`config.mk`:
```
export PLATFORM = sky130hd
export DESIGN_NAME = text_cursor_ctrl
export DESIGN_NICKNAME = d
export VERILOG_FILES = /design/src/rtl/txt_pkg.sv /design/src/rtl/addr_sweep.sv /design/src/rtl/text_cursor_ctrl.sv
export SDC_FILE = /design/constraint.sdc
export NUM_CORES = 1
export LEC_CHECK = 0
export CAP_MARGIN = 20
export CORE_ASPECT_RATIO = 1.4
export CORE_MARGIN = 1
export CORE_UTILIZATION = 52
export CTS_BUF_LIST = sky130_fd_sc_hd__clkbuf_4 sky130_fd_sc_hd__clkbuf_8 sky130_fd_sc_hd__clkbuf_16
export CTS_CLUSTER_DIAMETER = 150
export DETAILED_ROUTE_END_ITERATION = 7
export PLACE_DENSITY = 0.85
export SLEW_MARGIN = 20
export SYNTH_ARGS = -nofsm -noshare
export SYNTH_HDL_FRONTEND = slang
export SYNTH_SLANG_ARGS = --single-unit
```
`constraint.sdc`:
```
create_clock -name clk -period 2.7 [get_ports clk]
set_input_delay 0.54 -clock clk [delete_from_list [all_inputs] [get_ports clk]]
set_output_delay 0.54 -clock clk [all_outputs]
set_load 0.05 [all_outputs]
```
`src/rtl/txt_pkg.sv`:
```
// Shared constants and types for the text cursor controller.
// Build option: TXT_CTRL_LINE_CLR_EN adds the per-row clear state.
package txt_pkg;

  localparam int unsigned DefaultDataWidth = 9;
  localparam int unsigned DefaultRows      = 4;
  localparam int unsigned DefaultCols      = 32;

  localparam int unsigned CHAR_CR = 'h0D;
  localparam int unsigned CHAR_LF = 'h0A;
  localparam int unsigned CHAR_BS = 'h08;

`ifdef TXT_CTRL_LINE_CLR_EN
  typedef enum logic [1:0] {StIdle, StClear, StLineClr} state_e;
`else
  typedef enum logic [1:0] {StIdle, StClear} state_e;
`endif

endpackage

```
`src/rtl/addr_sweep.sv`:
```
// Row/column sweep counter used for full-grid and single-row clears.
// done_o pulses for one cycle after the final address has been presented.
module addr_sweep #(
  parameter int unsigned ROWS = 4,
  parameter int unsigned COLS = 32,
  localparam int unsigned RW = $clog2(ROWS),
  localparam int unsigned CW = $clog2(COLS)
) (
  input  logic          clk_i,
  input  logic          rst_ni,
  input  logic          start_i,
  input  logic          row_mode_i,
  input  logic [RW-1:0] start_row_i,
  output logic [RW-1:0] row_o,
  output logic [CW-1:0] col_o,
  output logic          active_o,
  output logic          done_o
);

  localparam logic [RW-1:0] RowLast = RW'(ROWS - 1);
  localparam logic [CW-1:0] ColLast = CW'(COLS - 1);

  logic [RW-1:0] row_q, row_d;
  logic [CW-1:0] col_q, col_d;
  logic          active_q, active_d;
  logic          done_q, done_d;
  logic          mode_q, mode_d;
  logic          last;

  // Explicit end-of-range compares keep non-power-of-two grids correct.
  always_comb begin
    row_d    = row_q;
    col_d    = col_q;
    active_d = active_q;
    mode_d   = mode_q;
    done_d   = 1'b0;
    last     = (col_q == ColLast) && (mode_q || (row_q == RowLast));
    if (start_i) begin
      row_d    = row_mode_i ? start_row_i : '0;
      col_d    = '0;
      mode_d   = row_mode_i;
      active_d = 1'b1;
    end else if (active_q) begin
      if (last) begin
        active_d = 1'b0;
        done_d   = 1'b1;
      end else if (col_q == ColLast) begin
        col_d = '0;
        row_d = row_q + 1'b1;
      end else begin
        col_d = col_q + 1'b1;
      end
    end
  end

  // Sweep state registers.
  always_ff @(posedge clk_i or negedge rst_ni) begin
    if (!rst_ni) begin
      row_q    <= '0;
      col_q    <= '0;
      active_q <= 1'b0;
      done_q   <= 1'b0;
      mode_q   <= 1'b0;
    end else begin
      row_q    <= row_d;
      col_q    <= col_d;
      active_q <= active_d;
      done_q   <= done_d;
      mode_q   <= mode_d;
    end
  end

  assign row_o    = row_q;
  assign col_o    = col_q;
  assign active_o = active_q;
  assign done_o   = done_q;

endmodule

```
`src/rtl/text_cursor_ctrl.sv`:
```
// Write-side controller for the character-grid RAM: cursor, CR/LF/BS handling
// and clear sweeps. Define TXT_CTRL_LINE_CLR_EN to blank each newly entered row.
module text_cursor_ctrl
  import txt_pkg::*;
#(
  parameter int unsigned DATA_WIDTH = DefaultDataWidth,
  parameter int unsigned ROWS       = DefaultRows,
  parameter int unsigned COLS       = DefaultCols,
  localparam int unsigned RW = $clog2(ROWS),
  localparam int unsigned CW = $clog2(COLS)
) (
  input  logic                  clk,
  input  logic                  reset,
  input  logic                  in_valid,
  output logic                  in_ready,
  input  logic [DATA_WIDTH-1:0] in_data,
  input  logic                  in_lang,
  input  logic                  clear_req,
  output logic                  ram_we,
  output logic [RW-1:0]         ram_row,
  output logic [CW-1:0]         ram_col,
  output logic [DATA_WIDTH-1:0] ram_din,
  output logic                  ram_lang,
  output logic [RW-1:0]         cur_row,
  output logic [CW-1:0]         cur_col,
  output logic                  busy
);

  localparam logic [RW-1:0] RowLast = RW'(ROWS - 1);
  localparam logic [CW-1:0] ColLast = CW'(COLS - 1);

  state_e                  state_q, state_d;
  logic [RW-1:0]           cur_row_q, cur_row_d, row_next;
  logic [CW-1:0]           cur_col_q, cur_col_d;
  logic                    ram_we_q, ram_we_d;
  logic [RW-1:0]           ram_row_q, ram_row_d;
  logic [CW-1:0]           ram_col_q, ram_col_d;
  logic [DATA_WIDTH-1:0]   ram_din_q, ram_din_d;
  logic                    ram_lang_q, ram_lang_d;
  logic                    sw_start, sw_row_mode, sw_active, sw_done;
  logic [RW-1:0]           sw_start_row, sw_row;
  logic [CW-1:0]           sw_col;
  logic                    is_cr, is_lf, is_bs;

  assign is_cr    = (in_data == DATA_WIDTH'(CHAR_CR));
  assign is_lf    = (in_data == DATA_WIDTH'(CHAR_LF));
  assign is_bs    = (in_data == DATA_WIDTH'(CHAR_BS));
  assign row_next = (cur_row_q == RowLast) ? '0 : cur_row_q + 1'b1;
  assign in_ready = (state_q == StIdle) && !clear_req;

  addr_sweep #(
    .ROWS(ROWS),
    .COLS(COLS)
  ) u_sweep (
    .clk_i      (clk),
    .rst_ni     (reset),
    .start_i    (sw_start),
    .row_mode_i (sw_row_mode),
    .start_row_i(sw_start_row),
    .row_o      (sw_row),
    .col_o      (sw_col),
    .active_o   (sw_active),
    .done_o     (sw_done)
  );

  // Next state, cursor and registered RAM write port.
  always_comb begin
    state_d      = state_q;
    cur_row_d    = cur_row_q;
    cur_col_d    = cur_col_q;
    ram_we_d     = 1'b0;
    ram_row_d    = ram_row_q;
    ram_col_d    = ram_col_q;
    ram_din_d    = ram_din_q;
    ram_lang_d   = ram_lang_q;
    sw_start     = 1'b0;
    sw_row_mode  = 1'b0;
    sw_start_row = '0;
    unique case (state_q)
      StIdle: begin
        // clear_req wins over a character offered in the same cycle.
        if (clear_req) begin
          state_d  = StClear;
          sw_start = 1'b1;
        end else if (in_valid) begin
          if (is_cr) begin
            cur_col_d = '0;
          end else if (is_lf) begin
            cur_row_d = row_next;
`ifdef TXT_CTRL_LINE_CLR_EN
            state_d      = StLineClr;
            sw_start     = 1'b1;
            sw_row_mode  = 1'b1;
            sw_start_row = row_next;
`endif
          end else if (is_bs) begin
            // Step back one cell and blank it; nothing happens at the origin.
            if (cur_col_q != '0) begin
              cur_col_d  = cur_col_q - 1'b1;
              ram_we_d   = 1'b1;
              ram_row_d  = cur_row_q;
              ram_col_d  = cur_col_q - 1'b1;
              ram_din_d  = '0;
              ram_lang_d = 1'b0;
            end else if (cur_row_q != '0) begin
              cur_row_d  = cur_row_q - 1'b1;
              cur_col_d  = ColLast;
              ram_we_d   = 1'b1;
              ram_row_d  = cur_row_q - 1'b1;
              ram_col_d  = ColLast;
              ram_din_d  = '0;
              ram_lang_d = 1'b0;
            end
          end else begin
            ram_we_d   = 1'b1;
            ram_row_d  = cur_row_q;
            ram_col_d  = cur_col_q;
            ram_din_d  = in_data;
            ram_lang_d = in_lang;
            if (cur_col_q == ColLast) begin
              cur_col_d = '0;
              cur_row_d = row_next;
`ifdef TXT_CTRL_LINE_CLR_EN
              state_d      = StLineClr;
              sw_start     = 1'b1;
              sw_row_mode  = 1'b1;
              sw_start_row = row_next;
`endif
            end else begin
              cur_col_d = cur_col_q + 1'b1;
            end
          end
        end
      end
      StClear: begin
        ram_we_d   = sw_active;
        ram_row_d  = sw_row;
        ram_col_d  = sw_col;
        ram_din_d  = '0;
        ram_lang_d = 1'b0;
        if (sw_done) begin
          state_d   = StIdle;
          cur_row_d = '0;
          cur_col_d = '0;
        end
      end
`ifdef TXT_CTRL_LINE_CLR_EN
      StLineClr: begin
        ram_we_d   = sw_active;
        ram_row_d  = sw_row;
        ram_col_d  = sw_col;
        ram_din_d  = '0;
        ram_lang_d = 1'b0;
        if (sw_done) begin
          state_d = StIdle;
        end
      end
`endif
      default: state_d = StIdle;
    endcase
  end

  // FSM, cursor and RAM port registers; reset aborts any sweep at once.
  always_ff @(posedge clk or negedge reset) begin
    if (!reset) begin
      state_q    <= StIdle;
      cur_row_q  <= '0;
      cur_col_q  <= '0;
      ram_we_q   <= 1'b0;
      ram_row_q  <= '0;
      ram_col_q  <= '0;
      ram_din_q  <= '0;
      ram_lang_q <= 1'b0;
    end else begin
      state_q    <= state_d;
      cur_row_q  <= cur_row_d;
      cur_col_q  <= cur_col_d;
      ram_we_q   <= ram_we_d;
      ram_row_q  <= ram_row_d;
      ram_col_q  <= ram_col_d;
      ram_din_q  <= ram_din_d;
      ram_lang_q <= ram_lang_d;
    end
  end

  assign ram_we   = ram_we_q;
  assign ram_row  = ram_row_q;
  assign ram_col  = ram_col_q;
  assign ram_din  = ram_din_q;
  assign ram_lang = ram_lang_q;
  assign cur_row  = cur_row_q;
  assign cur_col  = cur_col_q;
  assign busy     = (state_q != StIdle);

endmodule
```
After elaboration in Yosys (flattened, before gate mapping)
Index checks and enable logic that the tools add are counted.
{"block": "word_totals", "reg_bits": 36, "input_bits": 14, "out_inout_bits": 27, "wordCells": 131}
{"block": "op_classes", "add_sub_neg": 6, "n_eq_ne": 21, "mux": 76, "reduce_logical": 16}
{"op": "two-way mux 5 bit", "count": 18}
{"op": "two-way mux 9 bit", "count": 7}
{"op": "two-way mux 2 bit", "count": 21}
{"op": "equality test 9 x 4 -> 1 bit, second input constant", "count": 3}
{"op": "two-way mux 1 bit", "count": 22}
{"op": "one-hot mux 5 bit (2 select lines)", "count": 2}
{"op": "one-hot mux 9 bit (2 select lines)", "count": 1}
{"op": "!= test 2 bit, second input constant", "count": 6}
{"op": "one-hot mux 2 bit (2 select lines)", "count": 3}
{"op": "AND reduction 6 bit", "count": 2}
{"op": "adder 5 x 1 -> 5 bit, second input constant", "count": 2}
{"op": "equality test 5 bit, second input constant", "count": 2}
{"op": "nonzero test 2 bit", "count": 5}
{"op": "!= test 4 x 3 -> 1 bit, second input constant", "count": 2}
{"op": "AND reduction 8 bit", "count": 1}
{"op": "!= test 5 x 3 -> 1 bit, second input constant", "count": 1}
{"op": "nonzero test 5 bit", "count": 1}
{"op": "subtractor 5 x 1 -> 5 bit, second input constant", "count": 1}
{"op": "adder 2 x 1 -> 2 bit, second input constant", "count": 2}
{"op": "equality test 2 bit, second input constant", "count": 2}
{"op": "!= test 4 x 2 -> 1 bit, second input constant", "count": 1}
{"op": "!= test 4 bit, second input constant", "count": 1}
{"op": "one-hot mux 1 bit (2 select lines)", "count": 2}
{"op": "AND reduction 2 bit", "count": 2}
{"op": "8 further kinds", "count": 9}

Logic depth before layout (Yosys ltp)
{"block": "logic_depth", "ltp_word": 9, "depth_mapped": 8, "ltp_nobuf": 7}

Hierarchy
From an unflattened synthesis, not the netlist that was laid out.
{"block": "unflattened", "cells_unflattened": 219, "hier_area_um2": 2144.6}
{"module": "text_cursor_ctrl", "n_inst": 1, "cells_each": 170, "area_per_inst_um2": 1616.6, "seq_area_each_um2": 650.6}
{"module": "addr_sweep", "n_inst": 1, "cells_each": 49, "area_per_inst_um2": 528.0, "seq_area_each_um2": 250.2}

Worst setup path after synthesis
No wires, ideal clock.
{"block": "synth_path", "kind": "flip-flop to flip-flop", "from": "register state_q[0]", "to": "register cur_col_q[0], in the netlist cur_col[0]", "setup_time_ps": 147, "arrival_ps": 2438, "required_time_ps": 2553, "path_slack_ps": 115, "stages_incl_launch_ff": 7, "path_buffers": 1, "synth_period_minus_slack_ps": 2585, "path_cell_list": "dfrtp_1 clkbuf_1 nor2_1 a22oi_1 o21bai_1 o21ai_0 o41ai_1"}
{"block": "synth_between", "elab_chain_len": 3, "elab_cells_between_ends": 10, "cone_classes": "eq/ne (6); mux (1); reduce/logical (3)"}
{"item": "from (decl)", "line": "text_cursor_ctrl.sv:32", "source": "state_e state_q, state_d;"}
{"item": "from (signal assigned)", "line": "text_cursor_ctrl.sv:166", "source": "state_q <= StIdle;"}
{"item": "from (signal assigned)", "line": "text_cursor_ctrl.sv:175", "source": "state_q <= state_d;"}
{"item": "logical NOT 2 bit or equality test 2 x 1 -> 1 bit (tied branches)", "line": "text_cursor_ctrl.sv:79", "source": "unique case (state_q)"}
{"item": "!= test 5 x 3 -> 1 bit (no source line) (tied with other cells)"}
{"item": "AND reduction 6 bit (no source line)"}
{"item": "to (signal assigned)", "line": "text_cursor_ctrl.sv:177", "source": "cur_col_q <= cur_col_d;"}
{"item": "to (decl)", "line": "text_cursor_ctrl.sv:34", "source": "logic [CW-1:0] cur_col_q, cur_col_d;"}
Parallel ways exist; a longest one is shown, timed or not.
A chain may end at the register's enable or synchronous reset.

Final worst setup path
{"block": "layout_path", "from": "input in_data[5]", "to": "register cur_row_q[0], in the netlist cur_row[0]"}
{"block": "layout_between", "elab_chain_len": 7, "elab_cells_between_ends": 14, "cone_classes": "eq/ne (7); mux (6); reduce/logical (1)"}
{"item": "from (decl)", "line": "text_cursor_ctrl.sv:16", "source": "input logic [DATA_WIDTH-1:0] in_data,"}
{"item": "equality test 9 x 4 -> 1 bit", "line": "text_cursor_ctrl.sv:47", "source": "assign is_bs = (in_data == DATA_WIDTH'(CHAR_BS));"}
{"item": "two-way mux 2 bit", "line": "text_cursor_ctrl.sv:96", "source": "end else if (is_bs) begin"}
{"item": "two-way mux 2 bit", "line": "text_cursor_ctrl.sv:88", "source": "end else if (is_lf) begin"}
{"item": "two-way mux 2 bit", "line": "text_cursor_ctrl.sv:86", "source": "if (is_cr) begin"}
{"item": "two-way mux 2 bit", "line": "text_cursor_ctrl.sv:85", "source": "end else if (in_valid) begin"}
{"item": "two-way mux 2 bit", "line": "text_cursor_ctrl.sv:82", "source": "if (clear_req) begin"}
{"item": "one-hot mux 2 bit (2 select lines)", "line": "text_cursor_ctrl.sv:79"}
{"item": "to (signal assigned)", "line": "text_cursor_ctrl.sv:176", "source": "cur_row_q <= cur_row_d;"}
{"item": "to (decl)", "line": "text_cursor_ctrl.sv:33", "source": "logic [RW-1:0] cur_row_q, cur_row_d, row_next;"}
Parallel ways exist; a longest one is shown, timed or not. The select of a mux whose other input is x is not followed.

==> qor.csv <==
metric;value;unit
r2r_start;cur_col[0];
pwr-share-comb;43.3;%
ys_ff_latch;35;
drc;0;
netlist_area;2110;um^2
setup_violations;0;
cts.path.max_buffers;2;
setup_tns;0;ns
vias;2024;
row_count;27;
finalCriticalPeriod;2.44;ns
critPathTopFamily;simple AND/OR/NAND/NOR gates;
coreArea;3920;um^2
worst_setup_path_start_kind;input pin;
die_h;77.4;um
p_per_area;847;nW/um^2
startpoint;in_data[5];
ff2ff_path_depth;7;
drive_gt1_share;15.9;%
syn_nets;257;
start_util;53.9;%
avgRoutedWirePerCell;15.9;um
fillers;302;
reg2reg_slack;0.35;ns
avgViaCountPerCell;5.99;
cp_data_arrival_time;2.64;ns
seq_power_share;32.9;%
tightest_slew;0.625;ns
switching_power;976;uW
cts-htree-levels;2;
slowest_stage;or4b_1;
clkSinkCount;35;
ant_nets;0;
min_path_type;reg2reg;
syn_to_final_growth;35.4;%
io_pins;41;
fin_crit_sh;90.4;%
cts_tree;built;
cts_setup_buffers;0;
whs_path_depth;1;
drtIter0Drc;93;
synth-seq-area-share;41.5;%
max_stage_delay;0.58;ns
grt_overflow;0;
cts_buffers;5;
rsz0062_at_grt;no;
crit_type;in2reg;
grt_max_degree;36;
dp_hpwl;3900;um
cts_root_buffer;clkbuf_8;
grt.total_usage;26.1;%
crit_end;cur_row[0];
path_buf_inv;1;
r2r-end;ram_row[1];
pre_cts_ws;-0.0495;ns
worstPathCellList;clkdlybuf4s50_1 -> or4b_1 -> or3_1 -> a2111oi_4 -> nand2_1 -> o311ai_1;
synth_area_leader_cell;dfrtp_1;
worst_setup_path_end_kind;flop;
ir_drop;0.838;mV
ys_top_cells_by_area;dfrtp_1 41%, a21oi_1 5.9%, ha_1 4.7%;
die_x;55.8;um
grt_pass1_vias;1926;
antenna_found_initial;0;
fin_skew;0.00519;ns
synth_commonest_cells;35 x dfrtp_1, 25 x a21oi_1, 22 x nand2_1;
drtPass1Iterations;4;
grt_pass1_wl;8760;um
min_from;u_sweep.done_o;
fin_ws;0.261;ns
avgSynthCellArea;8.98;um^2
synth_top_cell_area_share;41.5;%
port_buffers;40;
async_flop_share;100;%
power.internal;1450;uW
nets;316;
slew_violations;0;
path_clk_slew;0.08;ns
synth_cell_types;52;
synth_ff_type;dfrtp_1;
die-area;4320;um^2
diodes;0;
yosys_warnings;0;
place_congestion;0.903;
crit_required;2.90;ns
pwr-share-clk;23.8;%
cap_violations;0;
crit_fanout;7;
maxSlewHeadroom;57.8;%
leakage;0.00121;uW
status;completed;
clock.fmax;410;MHz
routed_wl;5380;um
crit_cells;6;
post-synth-top-count-cell;dfrtp_1;
finalHoldViolations;0;
synth_edf_count;0;
switching_share;40.3;%
syn_inst;235;
clk_latency;0.30;ns
==> metrics by stage <==
step           instance area, um^2  hold slack [ns]  power (uW)  utilization (%)  instances
2_1_floorplan                 2110            0.244        1500                -        235
3_3_place_gp                  2720            0.428        1830             69.3        330
3_5_place_dp                  2720            0.436        1850             69.3        330
4_1_cts                       2850            0.449        2430             72.8        338
5_1_grt                       2860            0.479        2540             72.9        338
6_report                      2860            0.451        2420             72.9        338
==> final cells by class <==
| cell class | instances | area (um^2) | share of cell area, % |
|---|---|---|---|
| tap | 43 | 53.8 | 1.88 |
| sequential | 35 | 876 | 30.6 |
| clock inverter | 3 | 67.6 | 2.36 |
| inverter | 8 | 30.0 | 1.05 |
| multi-input combinational | 176 | 1140 | 40.0 |
| timing repair buffer | 68 | 618 | 21.6 |
| clock buffer | 5 | 68.8 | 2.41 |
==> cell families after synthesis <==
logic type               Yosys count  synth area share [%]
AO/OA/AOI/OAI                     72                  22.1
XOR/XNOR                           8                  3.32
adder cells (fa/ha/maj)            8                  4.74
buffers and inverters             24                  4.62
flip-flops                        35                  41.5
multiplexers                       2                 0.948
AND/OR/NAND/NOR                   86                  22.8
==> power groups by stage <==
stage / clock network, uW / registers [uW] / logic (uW)
final: 575 / 797 / 1050
after global routing: 598 / 815 / 1130
after global placement: 0 / 799 / 1030
after detailed placement: 0 / 801 / 1040
after CTS: 581 / 796 / 1050
after floorplan: 0 / 1060 / 448
==> cells in the final DEF (no fill, tap or decap), types with 2 or more instances in the layout <==
master           netlist  layout
and3_1                 4       4
a31oi_1                2       2
a22oi_1                2       2
nand4_1                4       4
nand2_1               22      22
clkdlybuf4s50_1        0      38
buf_4                  1      29
o21ai_0               18      18
nor3_1                 7       7
nor2b_1                4       4
dfrtp_1               35      35
o2111ai_1              2       2
or3_1                  2       2
or3b_2                 2       2
clkbuf_8               0       5
nand3_1               11      11
xnor2_1                6       6
nand2b_1               3       3
nor2_1                13      13
or4_1                  2       2
a21oi_1               25      25
ha_1                   8       8
inv_1                  8       8
bufinv_16              0       2
xor2_1                 2       2
mux2i_1                2       2
o31ai_1                9       9
==> routing by layer <==
metal | vias to the layer above | global-route usage [%] | share of wire [%]
li1 | 979 | - | -
met1 | 975 | 31.0 | 41
met2 | 57 | 44.8 | 52
met3 | 13 | 5.00 | 5.2
met4 | 0 | 12.9 | 2.4
met5 | - | 0 | 0
==> state kept, by name, summed over array words and instances, names as in the netlist <==
register,count
cur_col,5
cur_row,2
ram_col,5
ram_din,9
ram_lang,1
ram_row,2
ram_we,1
state_q,1
u_sweep.active_o,1
u_sweep.col_o,5
u_sweep.done_o,1
u_sweep.row_o,2
==> repair_timing <==
action	4_1_cts	5_1_grt
hold buffers	0	0
gates resized for setup	0	1
endpoints found under the setup margin	0	1
==> how the worst min path moves through the flow <==
stage                             to  slack [ns]
after detailed placement  state_q[0]        0.44
after floorplan           cur_col[0]        0.24
after global routing      state_q[0]        0.48
final                     state_q[0]        0.45
after CTS                 state_q[0]        0.45
after global placement    state_q[0]        0.43
Power figures use the tool's default switching activity.
